[src/rtl/riscv_pkg.sv]
// Shared RV32I definitions: NOP encoding, major opcodes and the fetch FSM state type.
package riscv_pkg;

    localparam logic [31:0] NOP_INSTR = 32'h0000_0013;

    // Major opcodes, shared with the main decoder/controller
    localparam logic [6:0] OPC_R    = 7'b011_0011;
    localparam logic [6:0] OPC_I    = 7'b001_0011;
    localparam logic [6:0] OPC_LW   = 7'b000_0011;
    localparam logic [6:0] OPC_SW   = 7'b010_0011;
    localparam logic [6:0] OPC_BR   = 7'b110_0011;
    localparam logic [6:0] OPC_LUI  = 7'b011_0111;
    localparam logic [6:0] OPC_JAL  = 7'b110_1111;
    localparam logic [6:0] OPC_JALR = 7'b110_0111;

    typedef enum logic [0:0] {
        S_REQ  = 1'b0,
        S_WAIT = 1'b1
    } fetch_state_t;

endpackage

[src/rtl/fetch_hold_buf.sv]
// Single-entry skid buffer that parks one fetched instruction and its PC while ID is stalled.
module fetch_hold_buf #(
    parameter int unsigned PC_W    = 32,
    parameter int unsigned INSTR_W = 32
) (
    input  logic               clk,
    input  logic               reset,
    input  logic               load,
    input  logic               drain,
    input  logic               clear,
    input  logic [INSTR_W-1:0] load_instr,
    input  logic [PC_W-1:0]    load_pc,
    output logic               full,
    output logic [INSTR_W-1:0] instr,
    output logic [PC_W-1:0]    pc
);

    // Clear (flush) beats load; load and drain never coincide since a full buffer blocks fetches
    always_ff @(posedge clk) begin
        if (reset) begin
            full  <= 1'b0;
            instr <= '0;
            pc    <= '0;
        end else if (clear) begin
            full <= 1'b0;
        end else if (load) begin
            full  <= 1'b1;
            instr <= load_instr;
            pc    <= load_pc;
        end else if (drain) begin
            full <= 1'b0;
        end
    end

endmodule

[src/rtl/if_fetch_stage.sv]
// Instruction fetch with one outstanding memory request, load-use stall skid buffer,
// redirect flush with in-flight response kill, and the IF/ID pipeline register.
module if_fetch_stage
    import riscv_pkg::*;
#(
    parameter int unsigned     PC_W     = 32,
    parameter int unsigned     INSTR_W  = 32,
    parameter logic [PC_W-1:0] RESET_PC = '0
) (
    input  logic               clk,
    input  logic               reset,
    output logic               imem_req,
    output logic [PC_W-1:0]    imem_addr,
    input  logic               imem_rvalid,
    input  logic [INSTR_W-1:0] imem_rdata,
    input  logic               stall_id,
    input  logic               redirect,
    input  logic [PC_W-1:0]    redirect_pc,
    output logic               if_id_valid,
    output logic [PC_W-1:0]    if_id_pc,
    output logic [PC_W-1:0]    if_id_pc4,
    output logic [INSTR_W-1:0] if_id_instr
);

    localparam logic [INSTR_W-1:0] NOP    = INSTR_W'(NOP_INSTR);
    localparam logic [PC_W-1:0]    PC_INC = PC_W'(4);

    fetch_state_t       state, state_next;
    logic               kill, kill_next;
    logic [PC_W-1:0]    fetch_pc;
    logic [PC_W-1:0]    req_pc;
    logic               hold_full;
    logic [INSTR_W-1:0] hold_instr;
    logic [PC_W-1:0]    hold_pc;
    logic               accept_rsp;
    logic               hold_load;
    logic               hold_drain;

    // A response is useful only when it answers a live (non-killed) request
    assign accept_rsp = (state == S_WAIT) && imem_rvalid && !kill;
    assign hold_load  = accept_rsp && stall_id && !redirect;
    assign hold_drain = hold_full && !stall_id && !redirect;

    // State register
    always_ff @(posedge clk) begin
        if (reset) begin
            state <= S_REQ;
            kill  <= 1'b0;
        end else begin
            state <= state_next;
            kill  <= kill_next;
        end
    end

    // Next-state logic
    always_comb begin
        state_next = state;
        kill_next  = kill;
        case (state)
            S_REQ: begin
                if (!redirect && !hold_full) begin
                    state_next = S_WAIT;
                end
            end
            S_WAIT: begin
                if (redirect) begin
                    // In-flight request must be killed unless it returns right now
                    if (imem_rvalid) begin
                        state_next = S_REQ;
                        kill_next  = 1'b0;
                    end else begin
                        kill_next  = 1'b1;
                    end
                end else if (imem_rvalid) begin
                    kill_next = 1'b0;
                    if (kill || stall_id) begin
                        state_next = S_REQ;
                    end
                end
            end
            default: state_next = S_REQ;
        endcase
    end

    // Output logic: fetch_pc always tracks req_pc + 4 once a request is issued
    always_comb begin
        imem_req  = 1'b0;
        imem_addr = fetch_pc;
        if (!reset) begin
            case (state)
                S_REQ:   imem_req = !redirect && !hold_full;
                S_WAIT:  imem_req = imem_rvalid && !kill && !redirect && !stall_id;
                default: imem_req = 1'b0;
            endcase
        end
    end

    // Fetch address bookkeeping
    always_ff @(posedge clk) begin
        if (reset) begin
            fetch_pc <= RESET_PC;
            req_pc   <= RESET_PC;
        end else begin
            if (redirect) begin
                fetch_pc <= redirect_pc;
            end else if (imem_req) begin
                fetch_pc <= fetch_pc + PC_INC;
            end
            if (imem_req) begin
                req_pc <= fetch_pc;
            end
        end
    end

    fetch_hold_buf #(
        .PC_W    (PC_W),
        .INSTR_W (INSTR_W)
    ) u_hold_buf (
        .clk        (clk),
        .reset      (reset),
        .load       (hold_load),
        .drain      (hold_drain),
        .clear      (redirect),
        .load_instr (imem_rdata),
        .load_pc    (req_pc),
        .full       (hold_full),
        .instr      (hold_instr),
        .pc         (hold_pc)
    );

    // IF/ID register: flush > stall hold > buffered entry > fresh response > bubble
    always_ff @(posedge clk) begin
        if (reset) begin
            if_id_valid <= 1'b0;
            if_id_pc    <= '0;
            if_id_pc4   <= '0;
            if_id_instr <= NOP;
        end else if (redirect) begin
            if_id_valid <= 1'b0;
            if_id_instr <= NOP;
        end else if (!stall_id) begin
            if (hold_full) begin
                if_id_valid <= 1'b1;
                if_id_pc    <= hold_pc;
                if_id_pc4   <= hold_pc + PC_INC;
                if_id_instr <= hold_instr;
            end else if (accept_rsp) begin
                if_id_valid <= 1'b1;
                if_id_pc    <= req_pc;
                if_id_pc4   <= req_pc + PC_INC;
                if_id_instr <= imem_rdata;
            end else begin
                if_id_valid <= 1'b0;
                if_id_instr <= NOP;
            end
        end
    end

    a_one_outstanding: assert property (@(posedge clk) disable iff (reset)
        imem_req |-> (state == S_REQ || imem_rvalid));

endmodule

[config.mk]
export PLATFORM = sky130hd
export DESIGN_NAME = if_fetch_stage
export DESIGN_NICKNAME = d
export VERILOG_FILES = /design/src/rtl/riscv_pkg.sv /design/src/rtl/fetch_hold_buf.sv /design/src/rtl/if_fetch_stage.sv
export SDC_FILE = /design/constraint.sdc
export NUM_CORES = 1
export LEC_CHECK = 0
export BUFFER_PORTS_ARGS = -buffer_cell sky130_fd_sc_hd__buf_2
export CORE_UTILIZATION = 30
export CTS_CLUSTER_DIAMETER = 40
export DETAILED_ROUTE_END_ITERATION = 12
export HOLD_SLACK_MARGIN = 0.06
export PLACE_DENSITY = 0.6
export SLEW_MARGIN = 20
export SYNTH_ARGS = -nofsm -noshare
export SYNTH_HDL_FRONTEND = slang
export SYNTH_SLANG_ARGS = --single-unit
[constraint.sdc]
create_clock -name clk -period 8.75 [get_ports clk]
set_input_delay 1.75 -clock clk [delete_from_list [all_inputs] [get_ports clk]]
set_output_delay 1.75 -clock clk [all_outputs]
set_load 0.05 [all_outputs]
==> flow_summary_export.csv <==
group,metric,value,unit
outcome,status,"finished clean",
power_and_ir_drop,power.total,2.880,mW
setup_path,cp.arrival,4030,ps
final_layout,final_util,0.3849,
global_routing,grt_pass1_wl,47330,um
hold_path,worstHoldPathCells,2,
logic_synthesis,synth_commonest_cells,"nand2_1 (253), dfxtp_1 (226), a21oi_1 (119), nor2_1 (103), clkbuf_1 (76)",
power_and_ir_drop,switchingPower,764.8,uW
power_and_ir_drop,combinationalPowerShare,0.084,
clock_network,h-tree-depth,2,
logic_synthesis,async_reset_ff_frac,0,
floorplanning,die_area,33890,um^2
drt,drt.antenna.violating_nets,0,
clock_network,holdBufCountCts,0,
logic_synthesis,synth.most_common_cell,"nand2_1",
setup_path,r2r_cells,7,
timing,setup-tns-final,0,ps
timing,finalHoldViolCount,0,
clock_network,cts_root_buffer,"clkbuf_16",
clock_network,clk_latency,520,ps
clock_network,cts_sinks,226,
clock_network,cts_buffer_depth,3,
logic_synthesis,synth_seq_cells,226,
drt,dr.pass1.iters,5,
power_and_ir_drop,power_density,229.4,nW/um^2
job,maxCapViolations,0,
drt,wirelength,30360,um
floorplanning,die_h,184.1,um
logic_synthesis,yosys.area.top_type,"dfxtp_1",
clock_network,post_cts_buffers,0,
logic_synthesis,synthTopCellsByArea,"dfxtp_1 (45%), nand2_1 (9.5%), a21oi_1 (6.0%), a211oi_1 (4.2%), nor2_1 (3.9%)",
setup_path,critical_path_class,"primary input to output pin",
clock_network,cts_resized,0,
logic_synthesis,synth_top_area_frac,0.4548,
power_and_ir_drop,seqPwrFrac,0.380,
hold_path,min_to,"if_id_pc4[8]",
drt,drt_iter0_markers,696,
setup_path,critPathCaptureType,"output pin",
timing,slew_violations,0,
drt,drc,0,
drt,wl_per_cell,16.47,um
final_layout,fin_cells,1843,
setup_path,rr_endpoint,"if_id_pc4[31]",
logic_synthesis,seq_area_frac_synth,0.4548,
setup_path,r2r_slack,5390,ps
timing,period_needed,5778,ps
final_layout,diodes,0,
final_layout,final_layout_size_suffix_gt1_frac,0.2141,
clock_network,path_clk_slew,40,ps
setup_path,critPathRequiredTime,7000,ps
logic_synthesis,syn_area,9947,um^2
floorplanning,num_rows,66,
global_routing,grt_util_all_layers,0.1744,
logic_synthesis,synth.distinct_cells,63,
floorplanning,core-area,32620,um^2
logic_synthesis,synthCells,1221,
power_and_ir_drop,power_leakage,4.718,nW
drt,vias,9425,
floorplanning,ioPinCount,199,
timing,worst_pin_slew,1012,ps
timing,setup_violations,0,
timing,finalCritPeriodShare,0.6604,
global_routing,grt_antenna_before_repair,0,
placement,dpl_worst_slack,2937,ps
global_routing,grt-ovfl-total,0,
placement,dp.cells,1772,
logic_synthesis,synth_edf_count,0,
placement,portBuffers,198,
hold_path,min_path_type,"flip-flop to flip-flop",
placement,dpl_cell_area,11210,um^2
final_layout,final_area,12560,um^2
floorplanning,initial_core_util,0.3049,
logic_synthesis,syn_avg_cell_area,8.147,um^2
clock_network,cts_buffers,39,
global_routing,grt_pass1_vias,8383,
placement,dpl.hpwl,20390,um
timing,layout_setup_ws,2972,ps
power_and_ir_drop,vdd_drop_max,0.0001016,V
timing,max_freq,173.1,MHz
timing,whs,446.3,ps
power_and_ir_drop,p_int,2.116,mW
global_routing,grt_max_degree,108,
hold_path,hp-start,"if_id_pc4[8]",
timing,rsz0062_at_grt,"no",
setup_path,startpoint_type,"primary input",
placement,gp_congestion,0.7986,
logic_synthesis,synth_flop_cell,"dfxtp_1",
power_and_ir_drop,netSwitchingFraction,0.2655,
setup_path,crit_fanout,44,
floorplanning,fp.dieW,184.1,um
timing,relSlewSlack,0.3236,
logic_synthesis,syn_nets,1292,
timing,fin_worst_skew,17.44,ps
logic_synthesis,synth_warnings,0,
drt,via_per_inst,5.114,
clock_network,cts_tree,"yes",
power_and_ir_drop,p_clk_frac,0.536,
final_layout,area_growth_syn_to_layout,26.23,%
final_layout,finalNetCount,1442,
setup_path,worstReg2RegStart,"u_hold_buf.full",
area by class of cell:
type	count	area [um^2]
fill	3313	20060
multi-input combinational	887	5014
sequential	226	4528
clock buffer	49	1095
timing repair buffer	210	1087
tap	442	553.0
clock inverter	22	252.7
inverter	7	26.28
critical path, cell delays in order:
cell and delay, ps:
buf_2 100, buf_4 280, nand4bb_1 420, nand2_1 230, nand2_1 600, nor2_1 290, buf_2 320
logic make-up after synthesis:
logic type	after synthesis	synth area share
buffers and inverters	108	0.04679
flip-flops	226	0.4548
XOR/XNOR	35	0.03082
adder cells (fa/ha/maj)	2	0.002515
AO/OA/AOI/OAI	268	0.1741
AND/OR/NAND/NOR	545	0.2531
multiplexers	37	0.03786
per-layer routing:
layer | GRT usage | wire (um) | up-vias
met1 | 0.2665 | 15260 | 4412
met3 | 0.03240 | 1877 | 44
met2 | 0.2450 | 12740 | 304
met5 | 0 | 0 | -
li1 | - | - | 4665
met4 | 0.04700 | 480 | 0
power groups by stage:
| stage | Clock (mW) | Combinational, mW | Sequential [mW] |
|---|---|---|---|
| detailed placement | 0 | 0.241 | 1.12 |
| floorplan | 0 | 0.106 | 1.17 |
| finish | 1.54 | 0.241 | 1.10 |
| global placement | 0 | 0.238 | 1.12 |
| CTS | 1.57 | 0.242 | 1.09 |
| global route | 1.63 | 0.260 | 1.10 |
cell usage in the layout, fill, tap and decap left out, types with 15 or more instances in the layout:
cell and n:
nor2_1 102, dfxtp_1 225, nand4_1 29, nand3_1 41
buf_2 197, nand2_1 253, a211oi_1 55, xnor2_1 15
a221oi_1 29, clkbuf_16 40, nor3_1 43, mux2i_1 32
xor2_1 20, a21oi_1 117
worst max-delay path by stage:
stage               cells past startpoint       end  startpoint  slack [ps]
floorplan                               7  imem_req    stall_id        3650
global placement                        7  imem_req    stall_id        3010
detailed placement                      7  imem_req    stall_id        2940
CTS                                     7  imem_req    stall_id        2930
global route                            7  imem_req    stall_id        2770
finish                                  7  imem_req    stall_id        2970
sequential cells by signal (all words and copies together) (netlist names):
register	flops
if_id_instr	32
if_id_pc	32
imem_addr	32
req_pc	32
u_hold_buf.instr	32
u_hold_buf.pc	32
if_id_pc4	30
if_id_valid	1
kill	1
state	1
u_hold_buf.full	1
No activity file was read; power rests on OpenSTA's default activity.
